[src/rtl/paint_scan_ctrl.sv]
// Raster scheduler: sweeps paint_x/paint_y through one frame, tracks renderer latency with a credit-guarded color FIFO.
// Optional PAINT_SCAN_FRAME_CNT_EN adds a 16-bit completed-frame counter on frame_cnt (tied to 0 otherwise).
module paint_scan_ctrl #(
  parameter int H_RES      = 320,
  parameter int V_RES      = 480,
  parameter int LATENCY    = 5,
  parameter int FIFO_DEPTH = 8
) (
  input  logic               clk,
  input  logic               rstn,
  input  logic               frame_start,
  output logic signed [15:0] paint_x,
  output logic signed [15:0] paint_y,
  input  logic [15:0]        paint_color,
  output logic               pix_valid,
  input  logic               pix_ready,
  output logic [15:0]        pix_data,
  output logic               pix_first,
  output logic               pix_last,
  output logic               busy,
  output logic               frame_done,
  output logic [15:0]        frame_cnt
);

  localparam int XW  = (H_RES > 1) ? $clog2(H_RES) : 1;
  localparam int YW  = (V_RES > 1) ? $clog2(V_RES) : 1;
  localparam int PW  = (FIFO_DEPTH > 1) ? $clog2(FIFO_DEPTH) : 1;
  localparam int FCW = $clog2(FIFO_DEPTH + 1);
  localparam int CW  = $clog2(LATENCY + FIFO_DEPTH + 1);

  typedef enum logic [1:0] {IDLE, SCAN, DRAIN} state_e;

  state_e             state_q, state_d;
  logic [XW-1:0]      x_q, x_d;
  logic [YW-1:0]      y_q, y_d;
  logic [LATENCY-1:0] validSr_q, validSr_d;
  logic [LATENCY-1:0] firstSr_q, firstSr_d;
  logic [LATENCY-1:0] lastSr_q, lastSr_d;
  logic [15:0]        dataMem_q [FIFO_DEPTH];
  logic               firstMem_q [FIFO_DEPTH];
  logic               lastMem_q [FIFO_DEPTH];
  logic [PW-1:0]      wrPtr_q, rdPtr_q;
  logic [FCW-1:0]     fifoCnt_q;
  logic               frameDone_q;

  logic [CW-1:0]      inflightCnt;
  logic               issue, xLast, yLast;
  logic               fifoPush, fifoPop, lastPop;

  assign xLast = (x_q == XW'(H_RES - 1));
  assign yLast = (y_q == YW'(V_RES - 1));

  always_comb begin
    inflightCnt = '0;
    for (int i = 0; i < LATENCY; i++) begin
      inflightCnt = inflightCnt + CW'(validSr_q[i]);
    end
  end

  // Credit: every issued coordinate owns a FIFO slot until its pixel is popped.
  assign issue    = (state_q == SCAN) &&
                    ((inflightCnt + CW'(fifoCnt_q)) < CW'(FIFO_DEPTH));
  assign fifoPush = validSr_q[LATENCY-1];
  assign fifoPop  = pix_valid && pix_ready;
  assign lastPop  = fifoPop && lastMem_q[rdPtr_q];

  always_comb begin
    state_d = state_q;
    x_d     = x_q;
    y_d     = y_q;
    case (state_q)
      IDLE: begin
        if (frame_start) begin
          state_d = SCAN;
          x_d     = '0;
          y_d     = '0;
        end
      end
      SCAN: begin
        if (issue) begin
          if (xLast) begin
            if (yLast) begin
              state_d = DRAIN;
            end else begin
              x_d = '0;
              y_d = y_q + YW'(1);
            end
          end else begin
            x_d = x_q + XW'(1);
          end
        end
      end
      DRAIN: begin
        if (lastPop) begin
          state_d = IDLE;
        end
      end
      default: state_d = IDLE;
    endcase
  end

  always_comb begin
    validSr_d    = '0;
    firstSr_d    = '0;
    lastSr_d     = '0;
    validSr_d[0] = issue;
    firstSr_d[0] = issue && (x_q == '0) && (y_q == '0);
    lastSr_d[0]  = issue && xLast && yLast;
    for (int i = 1; i < LATENCY; i++) begin
      validSr_d[i] = validSr_q[i-1];
      firstSr_d[i] = firstSr_q[i-1];
      lastSr_d[i]  = lastSr_q[i-1];
    end
  end

  always_ff @(posedge clk or negedge rstn) begin
    if (!rstn) begin
      state_q     <= IDLE;
      x_q         <= '0;
      y_q         <= '0;
      validSr_q   <= '0;
      firstSr_q   <= '0;
      lastSr_q    <= '0;
      frameDone_q <= 1'b0;
    end else begin
      state_q     <= state_d;
      x_q         <= x_d;
      y_q         <= y_d;
      validSr_q   <= validSr_d;
      firstSr_q   <= firstSr_d;
      lastSr_q    <= lastSr_d;
      frameDone_q <= (state_q == DRAIN) && lastPop;
    end
  end

  // Head is read straight from storage so it stays put while the writer stalls.
  always_ff @(posedge clk or negedge rstn) begin
    if (!rstn) begin
      wrPtr_q   <= '0;
      rdPtr_q   <= '0;
      fifoCnt_q <= '0;
      for (int i = 0; i < FIFO_DEPTH; i++) begin
        dataMem_q[i]  <= '0;
        firstMem_q[i] <= 1'b0;
        lastMem_q[i]  <= 1'b0;
      end
    end else begin
      if (fifoPush) begin
        dataMem_q[wrPtr_q]  <= paint_color;
        firstMem_q[wrPtr_q] <= firstSr_q[LATENCY-1];
        lastMem_q[wrPtr_q]  <= lastSr_q[LATENCY-1];
        wrPtr_q             <= wrPtr_q + PW'(1);
      end
      if (fifoPop) begin
        rdPtr_q <= rdPtr_q + PW'(1);
      end
      case ({fifoPush, fifoPop})
        2'b10:   fifoCnt_q <= fifoCnt_q + FCW'(1);
        2'b01:   fifoCnt_q <= fifoCnt_q - FCW'(1);
        default: fifoCnt_q <= fifoCnt_q;
      endcase
    end
  end

`ifdef PAINT_SCAN_FRAME_CNT_EN
  logic [15:0] frameCnt_q;

  always_ff @(posedge clk or negedge rstn) begin
    if (!rstn) begin
      frameCnt_q <= '0;
    end else if ((state_q == DRAIN) && lastPop) begin
      frameCnt_q <= frameCnt_q + 16'd1;
    end
  end

  assign frame_cnt = frameCnt_q;
`else
  assign frame_cnt = '0;
`endif

  assign paint_x    = 16'(x_q);
  assign paint_y    = 16'(y_q);
  assign pix_valid  = (fifoCnt_q != '0);
  assign pix_data   = dataMem_q[rdPtr_q];
  assign pix_first  = firstMem_q[rdPtr_q];
  assign pix_last   = lastMem_q[rdPtr_q];
  assign busy       = (state_q != IDLE);
  assign frame_done = frameDone_q;

endmodule
[config.mk]
export PLATFORM = sky130hd
export DESIGN_NAME = paint_scan_ctrl
export DESIGN_NICKNAME = d
export VERILOG_FILES = /design/src/rtl/paint_scan_ctrl.sv
export SDC_FILE = /design/constraint.sdc
export NUM_CORES = 1
export LEC_CHECK = 0
export CAP_MARGIN = 30
export CORE_UTILIZATION = 45
export DETAILED_ROUTE_END_ITERATION = 7
export GPL_TIMING_DRIVEN = 0
export PLACE_DENSITY = 0.65
export SYNTH_ARGS = -nofsm -noshare
export SYNTH_HDL_FRONTEND = slang
export SYNTH_SLANG_ARGS = --single-unit
[constraint.sdc]
create_clock -name clk -period 4.2 [get_ports clk]
set_input_delay 1.26 -clock clk [delete_from_list [all_inputs] [get_ports clk]]
set_output_delay 1.26 -clock clk [all_outputs]
set_load 0.005 [all_outputs]
**After elaboration in Yosys (flattened, before gate mapping)**

Cells that the tools add are included.

- $add $sub $neg: 11
- Order comparisons: 4
- Equality and inequality tests: 13
- Multiplexer cells: 32
- Bitwise gates (word level): 2
- Reduce and logical (&&, ||, !) cells: 19

Operators with widths:

| cell | number |
|---|---|
| $bwmux W128 | 1 |
| $mux W9 | 7 |
| $bmux W16 S3 | 1 |
| $demux W16 S3 | 1 |
| $mux W16 | 3 |
| $pmux W9 S2 | 2 |
| $add A9 B1 Y9 const B | 2 |
| $eq A9 B9 Y1 const B | 2 |
| $logic_not A9 Y1 | 2 |
| $bwmux W8 | 2 |
| $ne A2 B2 Y1 const B | 6 |
| $mux W2 | 5 |
| $reduce_and A5 Y1 | 2 |
| $logic_and A1 B1 Y1 | 9 |
| $ge A4 B4 Y1 const B | 2 |
| $not A3 Y4 | 2 |
| $pmux W4 S2 | 1 |
| $add A3 B1 Y3 const B | 2 |
| $bmux W1 S3 | 2 |
| $pmux W2 S3 | 1 |
| $reduce_bool A2 Y1 | 3 |
| $mux W1 | 5 |
| $add A3 B1 Y4 | 1 |
| $add A4 B1 Y4 | 1 |
| 14 further kinds | 16 |

- Flip-flop bits (word level): 190
- Bits of input ports: 20
- Output and inout bits: 69
- Word-level logic and storage cells: 115

**Depth between registers and ports, before layout**

Gate-level depths: netlist of the first run.

- Depth after elaboration: 9
- Mapped depth: 10
- Depth with buffers taken out: 9

**Worst setup path before layout of the first run**

Ideal clock, no wire load.

- Path kind: register -> output
- Start: reg rdPtr_q[0]
- End: out pix_data[0]
- Data arrival time: 1694 ps
- Data required time: 2940 ps
- Setup slack: 1246 ps
- Stages on the path, launching flop included: 5
- Buffers on the path: 2
- Cell sequence: dfrtp_1 > buf_2 > buf_2 > mux4_2 > mux2_2

- Word-level cells in the longest chain between the ends: 4

RTL lines:

| item | RTL line | RTL |
|---|---|---|
| from (decl) | 42 | `logic [PW-1:0] wrPtr_q, rdPtr_q;` |
| from (signal assigned) | 155 | `rdPtr_q <= rdPtr_q + PW'(1);` |
| $not A3 Y4 (implied by the code) | 184 | `assign pix_data = dataMem_q[rdPtr_q];` |
| $bmux W16 S3 | 184 |  |
| $mux W16 (implied by the code) (2 in a row) | 184 |  |
| to (decl) | 17 | `output logic [15:0] pix_data,` |

No other way between the ends. The select of a mux whose other input is x is not followed.

**Worst setup path in the final report of the first run**

- Start: reg rdPtr_q[2]
- End: out pix_data[13]

The elaborated chain is that of the path after synthesis.

==> impl_metrics.py, run 1 <==
metrics = {
    "run_status": {
        "status": "completed",
    },
    "place": {
        "dp.cells": 990,
        "dp_slack_ps": 175,
        "gp_congestion": 0.808,
        "place_area_mm2": 0.0100,
        "hpwlAfterDp_um": 12700,
        "portBuffers": 58,
    },
    "clock_network": {
        "cts_tree": "built",
        "cts_sinks": 190,
        "postCtsSetupBuffers": 0,
        "worst_skew_pair.late_latency_ps": 430,
        "h-tree-depth": 4,
        "cts_buffers": 17,
        "cts_buffer_depth": 2,
        "root_buffer": "clkbuf_16",
        "cts.reportedPaths.clkPinSlew_ps": 70,
        "cts_resized": 5,
        "ctsHoldBuffers": 0,
    },
    "final_layout": {
        "nNetsFinal": 779,
        "final_area_mm2": 0.0106,
        "fin_cells": 1022,
        "n_fill_cell": 1631,
        "syn_to_final_growth_pct": 18.4,
        "n_antenna_cell": 0,
        "drive_gt1_share_pct": 36.7,
    },
    "global_route": {
        "grt_pass1_vias": 5747,
        "grt_max_degree": 125,
        "grt_first_pass_wirelength_um": 30600,
        "grt_overflow_total": 0,
        "antenna_found_initial": 0,
        "grt.total_usage_pct": 19.9,
    },
    "timing": {
        "fin_skew_ps": 9.20,
        "holdWs_ps": 350,
        "tightest_slew_ps": 979,
        "fin_crit_sh_pct": 97.6,
        "grt_setup_unrepaired": "false",
        "final_max_slew_viol_count": 0,
        "min_period_ps": 4100,
        "hold_viol_final": 0,
        "setup_viol": 0,
        "setup_ws_ps": 101,
        "max_freq_ghz": 0.244,
        "slew_headroom_pct": 34.4,
    },
    "worst_setup_path": {
        "required_ps": 2940,
        "critical_path_class": "flop to primary output",
        "regToRegStartpoint": "validSr_q[0]",
        "start_kind": "flop",
        "setup.worst_path.end_class": "primary output",
        "crit_path_max_fanout": 10,
        "rr_worst_depth": 9,
        "arrival_ps": 2840,
        "r2r_slack_ps": 1050,
        "reg2reg_to": "x_q[0]",
    },
    "synthesis": {
        "synth-edff-count": 0,
        "ys.flop_type": "dfrtp_1",
        "syn_inst": 637,
        "synth_top_area_share_pct": 52.9,
        "yosysWarningCount": 0,
        "synth_area_leaders": "dfrtp_1 (53%), mux2_2 (21%), mux4_2 (9.0%)",
        "avgSynthCellArea_um2": 14.1,
        "synth-seq-cells": 190,
        "synth_largest_area_cell": "dfrtp_1",
        "synth_cell_types": 52,
        "syn_area_mm2": 0.00898,
        "async_reset_ff_share_pct": 100,
        "yosysSeqAreaShare_pct": 52.9,
    },
    "power": {
        "p_sw_share_pct": 31.7,
        "seq_power_share_pct": 36.5,
        "p_int_mw": 5.65,
        "power_per_cell_area_mw_per_mm2": 778,
        "peakVddDrop_v": 0.000316,
        "p_sw_mw": 2.62,
        "p_comb_share_pct": 43.9,
        "pwr-share-clk_pct": 19.7,
        "leakage_nw": 4.59,
    },
    "floorplanning": {
        "num_io_pins": 89,
        "initial_utilization_pct": 46.0,
        "dieArea_mm2": 0.0205,
        "core_area_mm2": 0.0195,
        "die_h_um": 143,
        "num_rows": 51,
        "dieWidth_um": 143,
    },
    "min_path": {
        "hold_class": "flop to flop",
        "min-delay-start": "firstSr_q[0]",
        "holdPathEnd": "firstSr_q[1]",
        "hold_path_depth": 0,
    },
    "drt": {
        "dr.pass1.iters": 5,
        "post_drt_wl_per_cell_um": 18.9,
        "dr_total_vias": 5613,
        "detail-route-antenna-nets": 0,
        "drt_iter0_drc": 346,
        "drc": 0,
        "viasPerCell": 5.49,
        "drt_wl_total_um": 19300,
    },
    "flow_run": {
        "maxCapViolations": 0,
    },
}
[synthesized netlist by cell type, drive strengths merged, types with 3 or more instances]
cell type and instances:
o211ai 3, a21o 3, buf 38, a21oi 9, dfrtp 190, clkbuf 21
o221ai 3, nor3 8, o21ai 10, nand2b 6, inv 15, nand4b 3
nand4 7, a31o 4, nor4 6, nand3 11, or3 3, nor3b 4
xor2 3, nand2 27, mux2 165, or4 5, mux4 36, xnor2 5
ha 12, nor2 14, fa 3
[layout by cell type (no fill, tap or decap), types with 11 or more instances in the layout]
master,n
clkbuf_1,24
mux4_2,36
inv_1,15
mux2_2,165
nor2_1,14
clkdlybuf4s50_1,57
clkbuf_16,17
ha_1,12
conb_1,30
dfrtp_1,190
nand3_1,11
buf_4,31
nand2_1,27
[power by group through the flow]
stage          combinational (mW)  clock (mW)  sequential [mW]
6_report                     3.63        1.63             3.02
3_3_place_gp                 3.50           0             2.98
3_5_place_dp                 3.64           0             3.05
5_1_grt                      3.93        1.74             3.11
2_1_floorplan                2.50           0             2.90
4_1_cts                      3.66        1.66             3.02
[logic make-up (layout without fill, tap and decap cells)]
| kind of cell | count (synthesis) | in the layout | synth area share [%] |
|---|---|---|---|
| buf+inv | 74 | 165 | 4.44 |
| simple gates | 103 | 103 | 6.23 |
| fa+ha+maj | 15 | 15 | 2.34 |
| flops | 190 | 190 | 52.9 |
| other cells | 1 | 30 | 0.0417 |
| mux | 202 | 202 | 29.8 |
| xor+xnor | 8 | 8 | 0.780 |
| compound gates | 44 | 44 | 3.41 |
[critical path: stages, from the launching register on]
cell and delay [ps]:
dfrtp_1 320, buf_1 540, clkbuf_1 670, mux2_2 440
clkdlybuf4s50_1 450
[metal layers]
metal,track usage [%],part of all wire (%)
met4,5.04,1.1
met2,33.6,51
met3,3.99,4.1
met5,0,0
met1,26.3,44
[sequential cells by signal, summed over array words and instances (netlist names)]
register,flops
wrPtr_q,3
lastSr_q,5
frame_done,1
state_q,2
validSr_q,5
lastMem_q,8
dataMem_q,128
firstMem_q,8
fifoCnt_q,4
y_q,9
x_q,9
firstSr_q,5
rdPtr_q,3
[metrics by stage]
step / TNS (ps) / utilization [%] / total power [mW]
global route: 0 / 54.5 / 8.78
global placement: -1056690 / 51.2 / 6.48
CTS: 0 / 54.4 / 8.33
finish: 0 / 54.5 / 8.28
floorplan: 0 / - / 5.40
detailed placement: 0 / 51.4 / 6.68
[how the worst max path moves through the flow]
stage,startpoint,endpoint,slack [ps],cells after the start
floorplan,rdPtr_q[0],pix_data[0],1250,4
global placement,rstn,dataMem_q[28],-5580,1
detailed placement,rdPtr_q[1],pix_first,180,5
CTS,rdPtr_q[0],pix_data[11],6,5
global route,rdPtr_q[2],pix_data[11],7,4
finish,rdPtr_q[2],pix_data[13],100,4
[final cells by class]
| class | count | area [um^2] | area share [%] |
|---|---|---|---|
| tap | 265 | 332 | 3.12 |
| buffer | 59 | 355 | 3.34 |
| sequential | 190 | 4750 | 44.7 |
| inverter | 15 | 56.3 | 0.529 |
| clock inverter | 6 | 108 | 1.01 |
| timing repair buffer | 59 | 613 | 5.76 |
| multi-input combinational | 402 | 3940 | 37.0 |
| clock buffer | 26 | 479 | 4.51 |
(Power assumes the default switching activity.)
==> inputs of run 2 (changes only) <==
--- a/config.mk
+++ b/config.mk
@@ -7,9 +7,11 @@
 export LEC_CHECK = 0
 export CAP_MARGIN = 30
 export CORE_UTILIZATION = 45
+export CTS_BUF_LIST = sky130_fd_sc_hd__clkbuf_8
 export DETAILED_ROUTE_END_ITERATION = 7
 export GPL_TIMING_DRIVEN = 0
 export PLACE_DENSITY = 0.65
+export SLEW_MARGIN = 10
 export SYNTH_ARGS = -nofsm -noshare
 export SYNTH_HDL_FRONTEND = slang
 export SYNTH_SLANG_ARGS = --single-unit
==> impl_metrics.py, run 2 (synthesized netlist as in run 1, its figures left out) <==
metrics = {
    "run_status": {
        "status": "completed",
    },
    "min_path": {
        "hold_class": "flop to flop",
        "min-delay-start": "firstSr_q[3]",
    },
    "timing": {
        "final_max_slew_viol_count": 0,
        "hold_viol_final": 0,
        "min_period_ps": 4040,
        "setup_viol": 0,
        "tightest_slew_ps": 889,
        "grt_setup_unrepaired": "false",
        "slew_headroom_pct": 40.4,
        "fin_crit_sh_pct": 96.1,
        "max_freq_ghz": 0.248,
        "fin_skew_ps": 18.1,
        "holdWs_ps": 351,
    },
    "clock_network": {
        "postCtsSetupBuffers": 0,
        "cts_buffer_depth": 2,
        "cts_buffers": 17,
        "cts_sinks": 190,
        "worst_skew_pair.late_latency_ps": 460,
        "cts_tree": "built",
        "h-tree-depth": 4,
        "cts.reportedPaths.clkPinSlew_ps": 90,
        "root_buffer": "clkbuf_8",
    },
    "final_layout": {
        "largestRegisters": "dataMem_q: 128 flops, x_q: 9 flops, y_q: 9 flops",
        "fin_util_pct": 53.3,
        "nNetsFinal": 779,
        "final_cell_mix": "dfrtp_1 (190), mux2_2 (165), clkdlybuf4s50_1 (57)",
        "top_register": "dataMem_q",
        "drive_gt1_share_pct": 37.0,
        "largest_register_ffs": 128,
        "final_common_cell": "dfrtp_1",
        "n_antenna_cell": 0,
        "syn_to_final_growth_pct": 15.8,
    },
    "worst_setup_path": {
        "cp_cell_sequence": "buf_2 -> buf_4 -> mux4_2 -> mux2_2 -> clkdlybuf4s50_1",
        "arrival_ps": 2780,
        "crit_path_max_fanout": 10,
        "slowest_delay_ps": 550,
        "rr_worst_depth": 9,
        "critical_path_class": "flop to primary output",
        "slowest_stage": "mux4_2",
        "crit_end": "pix_data[14]",
        "critical-path-top-delay-family": "buffers and inverters",
        "setup.worst_path.end_class": "primary output",
        "r2r_slack_ps": 1090,
        "required_ps": 2940,
        "path_buf_inv": 3,
        "startpoint": "rdPtr_q[0]",
        "reg2reg_to": "x_q[0]",
        "regToRegStartpoint": "validSr_q[0]",
        "cp_num_cells": 5,
        "start_kind": "flop",
    },
    "power": {
        "leakage_nw": 4.51,
        "pwr-share-clk_pct": 14.3,
        "p_sw_mw": 2.56,
        "p_comb_share_pct": 46.8,
        "seq_power_share_pct": 38.9,
        "p_int_mw": 5.18,
        "power_per_cell_area_mw_per_mm2": 744,
        "peakVddDrop_v": 0.000256,
        "p_sw_share_pct": 33.1,
    },
    "drt": {
        "dr.pass1.iters": 5,
        "drt_iter0_drc": 307,
        "drc": 0,
        "dr_total_vias": 5506,
        "detail-route-antenna-nets": 0,
        "post_drt_wl_per_cell_um": 18.6,
        "viasPerCell": 5.39,
        "drt_wl_total_um": 19000,
    },
    "global_route": {
        "grt_pass1_vias": 5804,
        "grt_max_degree": 123,
        "grt_overflow_total": 0,
        "antenna_found_initial": 0,
        "grt.total_usage_pct": 19.8,
        "grt_first_pass_wirelength_um": 30300,
    },
    "place": {
        "gp_congestion": 0.808,
        "hpwlAfterDp_um": 12700,
        "portBuffers": 58,
    },
    "floorplanning": {
        "num_rows": 51,
        "dieArea_mm2": 0.0205,
        "dieWidth_um": 143,
        "num_io_pins": 89,
        "initial_utilization_pct": 46.0,
        "core_area_mm2": 0.0195,
        "die_h_um": 143,
    },
    "flow_run": {
        "maxCapViolations": 0,
    },
}
## run 2: changes by cell type in the layout (fill, tap and decap cells not counted), sizes merged
cell / delta
buf: +2
bufinv: -2
clkinvlp: +1
inv: +5
clkbuf: -8
clkinv: +1
## run 2: timing repair
action,in CTS,in global routing
hold buffers,0,0
resized for setup,7,2
endpoints found under the setup margin,17,9
## run 2: layout make-up
| cell class | instances | area [um^2] |
|---|---|---|
| plain buffers | 59 | 357 |
| clock buffers | 20 | 275 |
| repair buffers | 59 | 613 |
| fillers | 1688 | 9120 |
| well taps | 265 | 332 |
| clock inverters | 11 | 78.8 |
| inverters | 15 | 56.3 |
| multi-input cells | 402 | 3940 |
| flip-flops and latches | 190 | 4750 |
## run 2: worst min-delay path by stage
stage | to | slack, ps | cells past startpoint
2_1_floorplan | firstSr_q[1] | 330 | 0
3_3_place_gp | lastSr_q[1] | 330 | 0
3_5_place_dp | firstSr_q[1] | 330 | 0
5_1_grt | firstSr_q[4] | 350 | 0
4_1_cts | firstSr_q[4] | 350 | 0
6_report | firstSr_q[4] | 350 | 0
## run 2: power by group through the flow
stage	combinational [mW]	clock [mW]	sequential, mW
floorplan	2.50	0	2.90
global placement	3.50	0	2.98
detailed placement	3.63	0	3.04
CTS	3.66	1.14	3.01
global route	3.94	1.22	3.10
finish	3.62	1.11	3.01
## run 2: per-stage QoR
stage               power, mW  cell area (um^2)  worst slack [ps]  TNS (ps)  cells
finish                   7.74             10400               164         0   1021
global route             8.26             10400              17.0         0   1021
CTS                      7.81             10400              13.3         0   1021
detailed placement       6.68             10000               210         0    990
global placement         6.48             10000             -5580  -1056690    989
floorplan                5.40              9090              1250         0    666
## run 2: per-layer routing
layer / vias up / global-route usage, % / part of all wire [%]
met3: 19 / 3.76 / 3.9
met4: 0 / 5.38 / 1.2
met2: 122 / 33.9 / 51
li1: 2493 / - / -
met1: 2872 / 25.6 / 43
met5: - / 0 / 0
==> inputs of run 3 (changes only) <==
--- a/config.mk
+++ b/config.mk
@@ -8,6 +8,7 @@
 export CAP_MARGIN = 30
 export CORE_UTILIZATION = 45
 export CTS_BUF_LIST = sky130_fd_sc_hd__clkbuf_8
+export CTS_CLUSTER_SIZE = 16
 export DETAILED_ROUTE_END_ITERATION = 7
 export GPL_TIMING_DRIVEN = 0
 export PLACE_DENSITY = 0.65
==> constraint.sdc (replaced) <==
create_clock -name clk -period 4.5 [get_ports clk]
set_input_delay 1.35 -clock clk [delete_from_list [all_inputs] [get_ports clk]]
set_output_delay 1.35 -clock clk [all_outputs]
set_load 0.005 [all_outputs]
==> impl_metrics.py, run 3 (synthesized netlist as in run 1, its figures left out) <==
metrics = {
    "run_status": {
        "status": "completed",
    },
    "floorplanning": {
        "initial_utilization_pct": 46.0,
        "num_rows": 51,
        "die_h_um": 143,
        "dieWidth_um": 143,
        "core_area_mm2": 0.0195,
        "num_io_pins": 89,
        "dieArea_mm2": 0.0205,
    },
    "worst_setup_path": {
        "critical_path_class": "flop to primary output",
        "crit_path_max_fanout": 10,
        "cp_num_cells": 5,
        "slowest_stage": "clkbuf_1",
        "reg2reg_to": "x_q[0]",
        "cp_cell_sequence": "clkbuf_1 -> clkbuf_2 -> mux4_2 -> mux2_2 -> clkdlybuf4s50_1",
        "slowest_delay_ps": 520,
        "arrival_ps": 2950,
        "critical-path-top-delay-family": "buffers and inverters",
        "rr_worst_depth": 9,
        "regToRegStartpoint": "validSr_q[0]",
        "setup.worst_path.end_class": "primary output",
        "r2r_slack_ps": 1390,
        "path_buf_inv": 3,
        "required_ps": 3150,
        "start_kind": "flop",
    },
    "drt": {
        "viasPerCell": 5.39,
        "drc": 0,
        "detail-route-antenna-nets": 0,
        "dr_total_vias": 5499,
        "drt_iter0_drc": 306,
        "drt_wl_total_um": 19100,
        "post_drt_wl_per_cell_um": 18.7,
        "dr.pass1.iters": 5,
    },
    "final_layout": {
        "final_common_cell": "dfrtp_1",
        "n_antenna_cell": 0,
        "largest_register_ffs": 128,
        "drive_gt1_share_pct": 36.8,
        "fin_util_pct": 53.2,
        "nNetsFinal": 779,
        "syn_to_final_growth_pct": 15.7,
        "final_cell_mix": "dfrtp_1 (190), mux2_2 (165), clkdlybuf4s50_1 (57)",
        "top_register": "dataMem_q",
        "largestRegisters": "dataMem_q: 128 flops, x_q: 9 flops, y_q: 9 flops",
    },
    "clock_network": {
        "root_buffer": "clkbuf_8",
        "cts_buffer_depth": 2,
        "cts_sinks": 190,
        "ctsHoldBuffers": 0,
        "worst_skew_pair.late_latency_ps": 460,
        "cts_tree": "built",
        "cts_buffers": 17,
        "postCtsSetupBuffers": 0,
        "cts_resized": 3,
        "h-tree-depth": 4,
        "cts.reportedPaths.clkPinSlew_ps": 90,
    },
    "global_route": {
        "antenna_found_initial": 0,
        "grt_max_degree": 123,
        "grt_first_pass_wirelength_um": 30300,
        "grt_overflow_total": 0,
        "grt.total_usage_pct": 19.8,
        "grt_pass1_vias": 5804,
    },
    "timing": {
        "fin_crit_sh_pct": 95.6,
        "slew_headroom_pct": 39.3,
        "setup_viol": 0,
        "tightest_slew_ps": 906,
        "final_max_slew_viol_count": 0,
        "grt_setup_unrepaired": "false",
        "min_period_ps": 4300,
        "hold_viol_final": 0,
        "max_freq_ghz": 0.232,
        "fin_skew_ps": 17.2,
    },
    "min_path": {
        "hold_class": "flop to flop",
        "min-delay-start": "firstSr_q[3]",
        "hold_path_depth": 0,
        "holdPathEnd": "firstSr_q[4]",
    },
    "flow_run": {
        "maxCapViolations": 0,
    },
    "place": {
        "hpwlAfterDp_um": 12700,
        "portBuffers": 58,
        "gp_congestion": 0.808,
    },
    "power": {
        "seq_power_share_pct": 38.9,
        "p_comb_share_pct": 46.7,
        "power_per_cell_area_mw_per_mm2": 694,
        "peakVddDrop_v": 0.000238,
        "p_int_mw": 4.82,
        "p_sw_share_pct": 33.1,
        "total_power_mw": 7.21,
        "pwr-share-clk_pct": 14.4,
        "p_sw_mw": 2.39,
        "leakage_nw": 4.50,
    },
}
-- run 3: cell counts in the layout (fill, tap and decap cells not counted) --
No cell type changed its count.
-- run 3: power groups by stage --
stage / Sequential, mW / Clock [mW] / Combinational, mW
floorplan: 2.71 / 0 / 2.34
global placement: 2.78 / 0 / 3.27
detailed placement: 2.84 / 0 / 3.39
CTS: 2.81 / 1.07 / 3.40
global route: 2.90 / 1.14 / 3.66
finish: 2.81 / 1.04 / 3.37
-- run 3: layout make-up --
| cell class | instances | area (um^2) |
|---|---|---|
| fillers | 1690 | 9130 |
| clock buffers | 20 | 275 |
| repair buffers | 59 | 613 |
| clock inverters | 11 | 78.8 |
| multi-input cells | 402 | 3940 |
| inverters | 15 | 56.3 |
| flip-flops and latches | 190 | 4750 |
| well taps | 265 | 332 |
| plain buffers | 59 | 347 |
-- run 3: how the worst max path moves through the flow --
stage                     from             to  slack (ps)
finish              rdPtr_q[1]   pix_data[14]         200
global route        rdPtr_q[0]   pix_data[15]          60
CTS                 rdPtr_q[0]   pix_data[14]         170
detailed placement  rdPtr_q[1]      pix_first         420
global placement          rstn  dataMem_q[28]       -5370
floorplan           rdPtr_q[0]    pix_data[0]        1460
-- run 3: stage by stage --
stage | hold WS [ps] | instance area (um^2) | TNS, ps | setup WS, ps | instances
global route | 350 | 10400 | 0 | 63.4 | 1021
CTS | 355 | 10400 | 0 | 174 | 1021
floorplan | 331 | 9090 | 0 | 1460 | 666
detailed placement | 335 | 10000 | 0 | 420 | 990
finish | 351 | 10400 | 0 | 198 | 1021
global placement | 334 | 10000 | -1016790 | -5370 | 989
-- run 3: routing by layer --
layer	GRT usage [%]	share of wire, %
met5	0	0
met4	5.38	1.3
met3	3.76	4.5
met2	33.9	51
met1	25.6	43
